[config.mk]
export PLATFORM = sky130hd
export DESIGN_NAME = mssd_param
export DESIGN_NICKNAME = d
export VERILOG_FILES = /design/src/rtl/mssd_param.sv
export SDC_FILE = /design/constraint.sdc
export NUM_CORES = 1
export LEC_CHECK = 0
export CORE_UTILIZATION = 29
export CTS_BUF_LIST = sky130_fd_sc_hd__clkbuf_4 sky130_fd_sc_hd__clkbuf_8
export DETAILED_ROUTE_END_ITERATION = 10
export GPL_TIMING_DRIVEN = 0
export REMOVE_ABC_BUFFERS = 1
export SYNTH_ARGS = -nofsm -noshare
export SYNTH_HDL_FRONTEND = slang
export SYNTH_SLANG_ARGS = --single-unit
[constraint.sdc]
create_clock -name clk -period 1.6 [get_ports clk]
set_clock_uncertainty 0.15 [all_clocks]
set_input_delay 0.16 -clock clk [delete_from_list [all_inputs] [get_ports clk]]
set_output_delay 0.16 -clock clk [all_outputs]
set_load 0.05 [all_outputs]
[src/rtl/mssd_param.sv]
// Framed serial-to-channel demultiplexer: start bit, header (ID, length), payload routed to P[pn].
// Optional even header parity bit enabled by defining MSSD_PARITY_EN.
module mssd_param #(
  parameter int CH_W   = 2,
  parameter int NUM_CH = 4,
  parameter int LEN_W  = 6,
  parameter int UNIT   = 8
) (
  input  logic              clk,
  input  logic              rst,
  input  logic              serIn,
  output logic [NUM_CH-1:0] P,
  output logic [CH_W-1:0]   pn,
  output logic              Vout,
  output logic              error,
  output logic              frame_done,
  output logic [2:0]        dbg_state
);
  localparam int HW  = CH_W + LEN_W;
  localparam int HCW = $clog2(HW);
  localparam int UB  = $clog2(UNIT);
  localparam int PW  = LEN_W + UB;

  typedef enum logic [2:0] {S_IDLE, S_HDR, S_PAR, S_DATA, S_DROP} state_t;

  state_t            state, nxt;
  logic [HCW-1:0]    hcnt;
  logic [HW-2:0]     sh;
  logic [LEN_W-1:0]  len;
  logic [PW-1:0]     pcnt;
  logic              done_nxt;
  logic [HW-1:0]     hdr_full;
  logic [CH_W-1:0]   hdr_id;
  logic [LEN_W-1:0]  hdr_len;
  logic [PW-1:0]     pay_last;
  logic              hdr_last;
  logic              pay_end;
`ifdef MSSD_PARITY_EN
  logic              par_q;
`endif

  assign hdr_full = {sh, serIn};
  assign hdr_id   = hdr_full[HW-1 -: CH_W];
  assign hdr_len  = hdr_full[LEN_W-1:0];
  assign hdr_last = (state == S_HDR) && (hcnt == HCW'(HW - 1));
  // Payload length is L*UNIT bits; PW is wide enough that L at maximum never wraps.
  assign pay_last = {len, {UB{1'b0}}} - PW'(1);
  assign pay_end  = (pcnt == pay_last);

  always_comb begin
    nxt      = state;
    done_nxt = 1'b0;
    case (state)
      S_IDLE: if (!serIn) nxt = S_HDR;
      S_HDR: begin
        if (hdr_last) begin
`ifdef MSSD_PARITY_EN
          nxt = S_PAR;
`else
          if (hdr_len == '0) begin
            nxt      = S_IDLE;
            done_nxt = 1'b1;
          end else if ({1'b0, hdr_id} < (CH_W + 1)'(NUM_CH)) begin
            nxt = S_DATA;
          end else begin
            nxt = S_DROP;
          end
`endif
        end
      end
`ifdef MSSD_PARITY_EN
      S_PAR: begin
        if (serIn != par_q) begin
          nxt = S_DROP;
        end else if (len == '0) begin
          nxt      = S_IDLE;
          done_nxt = 1'b1;
        end else if ({1'b0, pn} < (CH_W + 1)'(NUM_CH)) begin
          nxt = S_DATA;
        end else begin
          nxt = S_DROP;
        end
      end
`endif
      S_DATA: begin
        if (pay_end) begin
          nxt      = S_IDLE;
          done_nxt = 1'b1;
        end
      end
      S_DROP: begin
        // A zero-length frame only lands here on a parity mismatch: drop for one cycle.
        if (pay_end || (len == '0)) begin
          nxt      = S_IDLE;
          done_nxt = 1'b1;
        end
      end
      default: nxt = S_IDLE;
    endcase
  end

  always_ff @(posedge clk or negedge rst) begin
    if (!rst) begin
      state      <= S_IDLE;
      hcnt       <= '0;
      sh         <= '0;
      pn         <= '0;
      len        <= '0;
      pcnt       <= '0;
      frame_done <= 1'b0;
`ifdef MSSD_PARITY_EN
      par_q      <= 1'b0;
`endif
    end else begin
      state      <= nxt;
      frame_done <= done_nxt;
      if (state == S_HDR) sh <= hdr_full[HW-2:0];
      if ((state == S_HDR) && !hdr_last) hcnt <= hcnt + 1'b1;
      else                                hcnt <= '0;
      if (hdr_last) begin
        pn  <= hdr_id;
        len <= hdr_len;
`ifdef MSSD_PARITY_EN
        par_q <= ^hdr_full;
`endif
      end
      if ((state == S_DATA) || (state == S_DROP)) pcnt <= pcnt + 1'b1;
      else                                         pcnt <= '0;
    end
  end

  // Vout is a valid-only strobe (no ready): P[pn] carries a payload bit at every rising edge while Vout=1.
  assign Vout      = (state == S_DATA);
  assign error     = (state == S_DROP);
  assign dbg_state = state;

  always_comb begin
    P = '0;
    for (int i = 0; i < NUM_CH; i++)
      P[i] = (state == S_DATA) && (pn == CH_W'(i)) && serIn;
  end
endmodule
==> flow_summary.json <==
{
  "clockRootBuffer": "clkbuf_8",
  "port_buffers": 12,
  "drc": 0,
  "failed_checks": "negative setup slack",
  "p_comb_share_pct": 43.0,
  "cts_buffer_depth": 2,
  "required_ps": 1660,
  "max_freq_mhz": 555,
  "grt_use_total_pct": 12.8,
  "first_pass_iters": 4,
  "end_kind": "flop",
  "placed_cells": 220,
  "critPathLaunch": "len[1]",
  "ys_seq_elements": 30,
  "min_period_ps": 1800,
  "peakVddDrop_mv": 0.863,
  "busiest_layer": "met2",
  "antenna_found_initial": 0,
  "overflow": 0,
  "clk_latency_ps": 280,
  "p_sw_share_pct": 40.3,
  "yosys.cell_types.count": 31,
  "p_leak_nw": 0.888,
  "tightest_slew_ps": 662,
  "hold_start": "hcnt[0]",
  "final_nets": 185,
  "clkPwrFrac_pct": 18.1,
  "grt_pass1_vias": 1035,
  "place_congestion": 0.791,
  "p_per_area_nw_per_um2": 1650,
  "finalHoldViolations": 0,
  "cts_tree": "done",
  "cp_num_buf_inv": 0,
  "grt_max_degree": 31,
  "path_clk_slew_ps": 60,
  "antennaDiodeCount": 0,
  "rr_startpoint": "len[1]",
  "arrival_ps": 1870,
  "slew-limit-headroom_pct": 55.9,
  "power.switching_mw": 1.28,
  "area_growth_pct": 34.1,
  "report.final.slew_viol_count": 0,
  "final_common_cell": "nand2_1",
  "setup_viol": 4,
  "die_h_microns": 72.5,
  "setup_tns_ps": -571,
  "cpMaxStageDelayCell": "or4_4",
  "cts_buffers": 5,
  "die_area_sq_um": 5260,
  "core_area_sq_um": 4750,
  "timing.critical_path.cells": "or4_4, or3_4, a41o_1, nand3_1",
  "start_kind": "flop",
  "die_w_microns": 72.5,
  "maxCapViolCount": 0,
  "clkSinkCount": 30,
  "finalCoreUtilization_pct": 40.7,
  "htreeDepth": 2,
  "vias_per_cell": 4.56,
  "pin_count": 15,
  "worstPathMaxFanout": 3,
  "fill_cells": 484,
  "p_seq_share_pct": 38.9,
  "slowest_delay_ps": 540,
  "min_path_type": "flop to flop",
  "initial_core_util_pct": 30.3,
  "outcome": "finished with violations",
  "crit_family": "simple AND/OR/NAND/NOR gates",
  "total_power_mw": 3.18,
  "dp_hpwl_microns": 1880,
  "vias": 1116,
  "wl_microns": 3060,
  "use_met3_pct": 5.00,
  "setup_ws_ps": -202,
  "internal_power_mw": 1.90,
  "rows": 25,
  "ys_warn_count": 0,
  "grt_pass1_wl_microns": 4920,
  "post-route-period-util_pct": 113,
  "synth_cells": 146,
  "grtUsageMet1_pct": 17.2,
  "crit_type": "flop to flop",
  "yosysSeqAreaShare_pct": 52.1,
  "drtIter0Drc": 60,
  "layout_common_cells": "27 x nand2_1, 26 x dfrtp_1, 17 x buf_4, 7 x mux2_2",
  "ant_nets": 0,
  "grt_use_met2_pct": 17.8,
  "fin_cells": 245,
  "wire_per_inst_microns": 12.5,
  "syn-cell-area_sq_um": 1440,
  "final_layout_size_suffix_gt1_share_pct": 34.3,
  "syn_avg_cell_area_sq_um": 9.87,
  "rsz0062_at_grt": "yes"
}
cell families (layout without fill, tap and decap cells):
| logic type | after synthesis | after routing | share of synthesized area (%) |
|---|---|---|---|
| buf+inv | 11 | 42 | 3.38 |
| simple gates | 65 | 65 | 21.3 |
| fa+ha+maj | 4 | 4 | 3.47 |
| other cells | 1 | 2 | 0.260 |
| compound gates | 19 | 19 | 8.59 |
| mux | 7 | 7 | 5.47 |
| flops | 30 | 30 | 52.1 |
| xor+xnor | 9 | 9 | 5.47 |
worst paths after layout:
| check | slack (ps) | endpoint | cells after the start |
|---|---|---|---|
| hold / removal | 290 | hcnt[0] | 1 |
| hold reg to reg | 290 | hcnt[0] | 1 |
| setup / recovery | -200 | dbg_state[1] | 4 |
| setup reg to reg | -200 | dbg_state[1] | 4 |
| min in group asynchronous | 300 | pcnt[7] | 2 |
| max in group asynchronous | 530 | len[2] | 2 |
sequential cells by signal, indices dropped and copies added (netlist names):
name        count
dbg_state       2
frame_done      1
hcnt            3
len             6
pcnt            9
pn              2
sh              7
per-layer routing:
layer | up-vias | routed length (microns)
met2 | 15 | 1350
met1 | 529 | 1530
met3 | 7 | 106
li1 | 565 | -
met5 | - | 0
met4 | 0 | 68
Yosys cell counts (all sizes together):
cell,instances,area (sq um)
dfrtp,30,751
nand2,29,109
nor2,8,30.0
mux2,7,78.8
o21ai,7,35.0
nand3,6,30.0
inv,5,18.8
or3,5,31.3
xnor2,5,43.8
a21oi,4,20.0
clkbuf,4,15.0
ha,4,50.1
xor2,4,35.0
nand2b,3,18.8
nor3,3,15.0
nor4,3,18.8
and3,2,12.5
buf,2,15.0
nand4,2,12.5
nor3b,2,15.0
o211ai,2,20.0
a21o,1,7.51
a311o,1,10.0
a31oi,1,6.26
a41o,1,10.0
conb,1,3.75
nor2b,1,6.26
o22ai,1,6.26
o32ai,1,8.76
or4,1,7.51
through the flow:
stage / cell area, sq um / hold slack (ps) / setup slack [ps]
after floorplan: 1420 / -286 / -1260
after global placement: 1620 / 285 / -744
after detailed placement: 1620 / 286 / -743
after CTS: 1770 / 204 / -216
after global routing: 1930 / 316 / -237
final: 1930 / 291 / -202
cell type report:
type	count	area (sq um)	area share (%)
Clock inverter	2	10.0	0.518
Sequential cell	30	756	39.1
Multi-Input combinational cell	106	746	38.6
Tap cell	67	83.8	4.34
Timing Repair Buffer	30	250	12.9
Clock buffer	5	68.8	3.56
Inverter	5	18.8	0.971
power groups by stage:
stage               Sequential (mW)  Combinational [mW]  Clock (mW)
global placement               1.22                1.01           0
CTS                            1.22                1.15       0.588
global route                   1.26                1.52       0.623
floorplan                      1.29               0.654           0
detailed placement             1.22                1.02           0
finish                         1.24                1.37       0.577
timing repair:
action,4_1_cts,5_1_grt
hold endpoints to repair,0,30
resized for setup,52,26
setup buffers,4,13
setup endpoints to repair,51,18
pin swaps,3,2
hold buffers,0,1
Power figures use the tool's default switching activity.
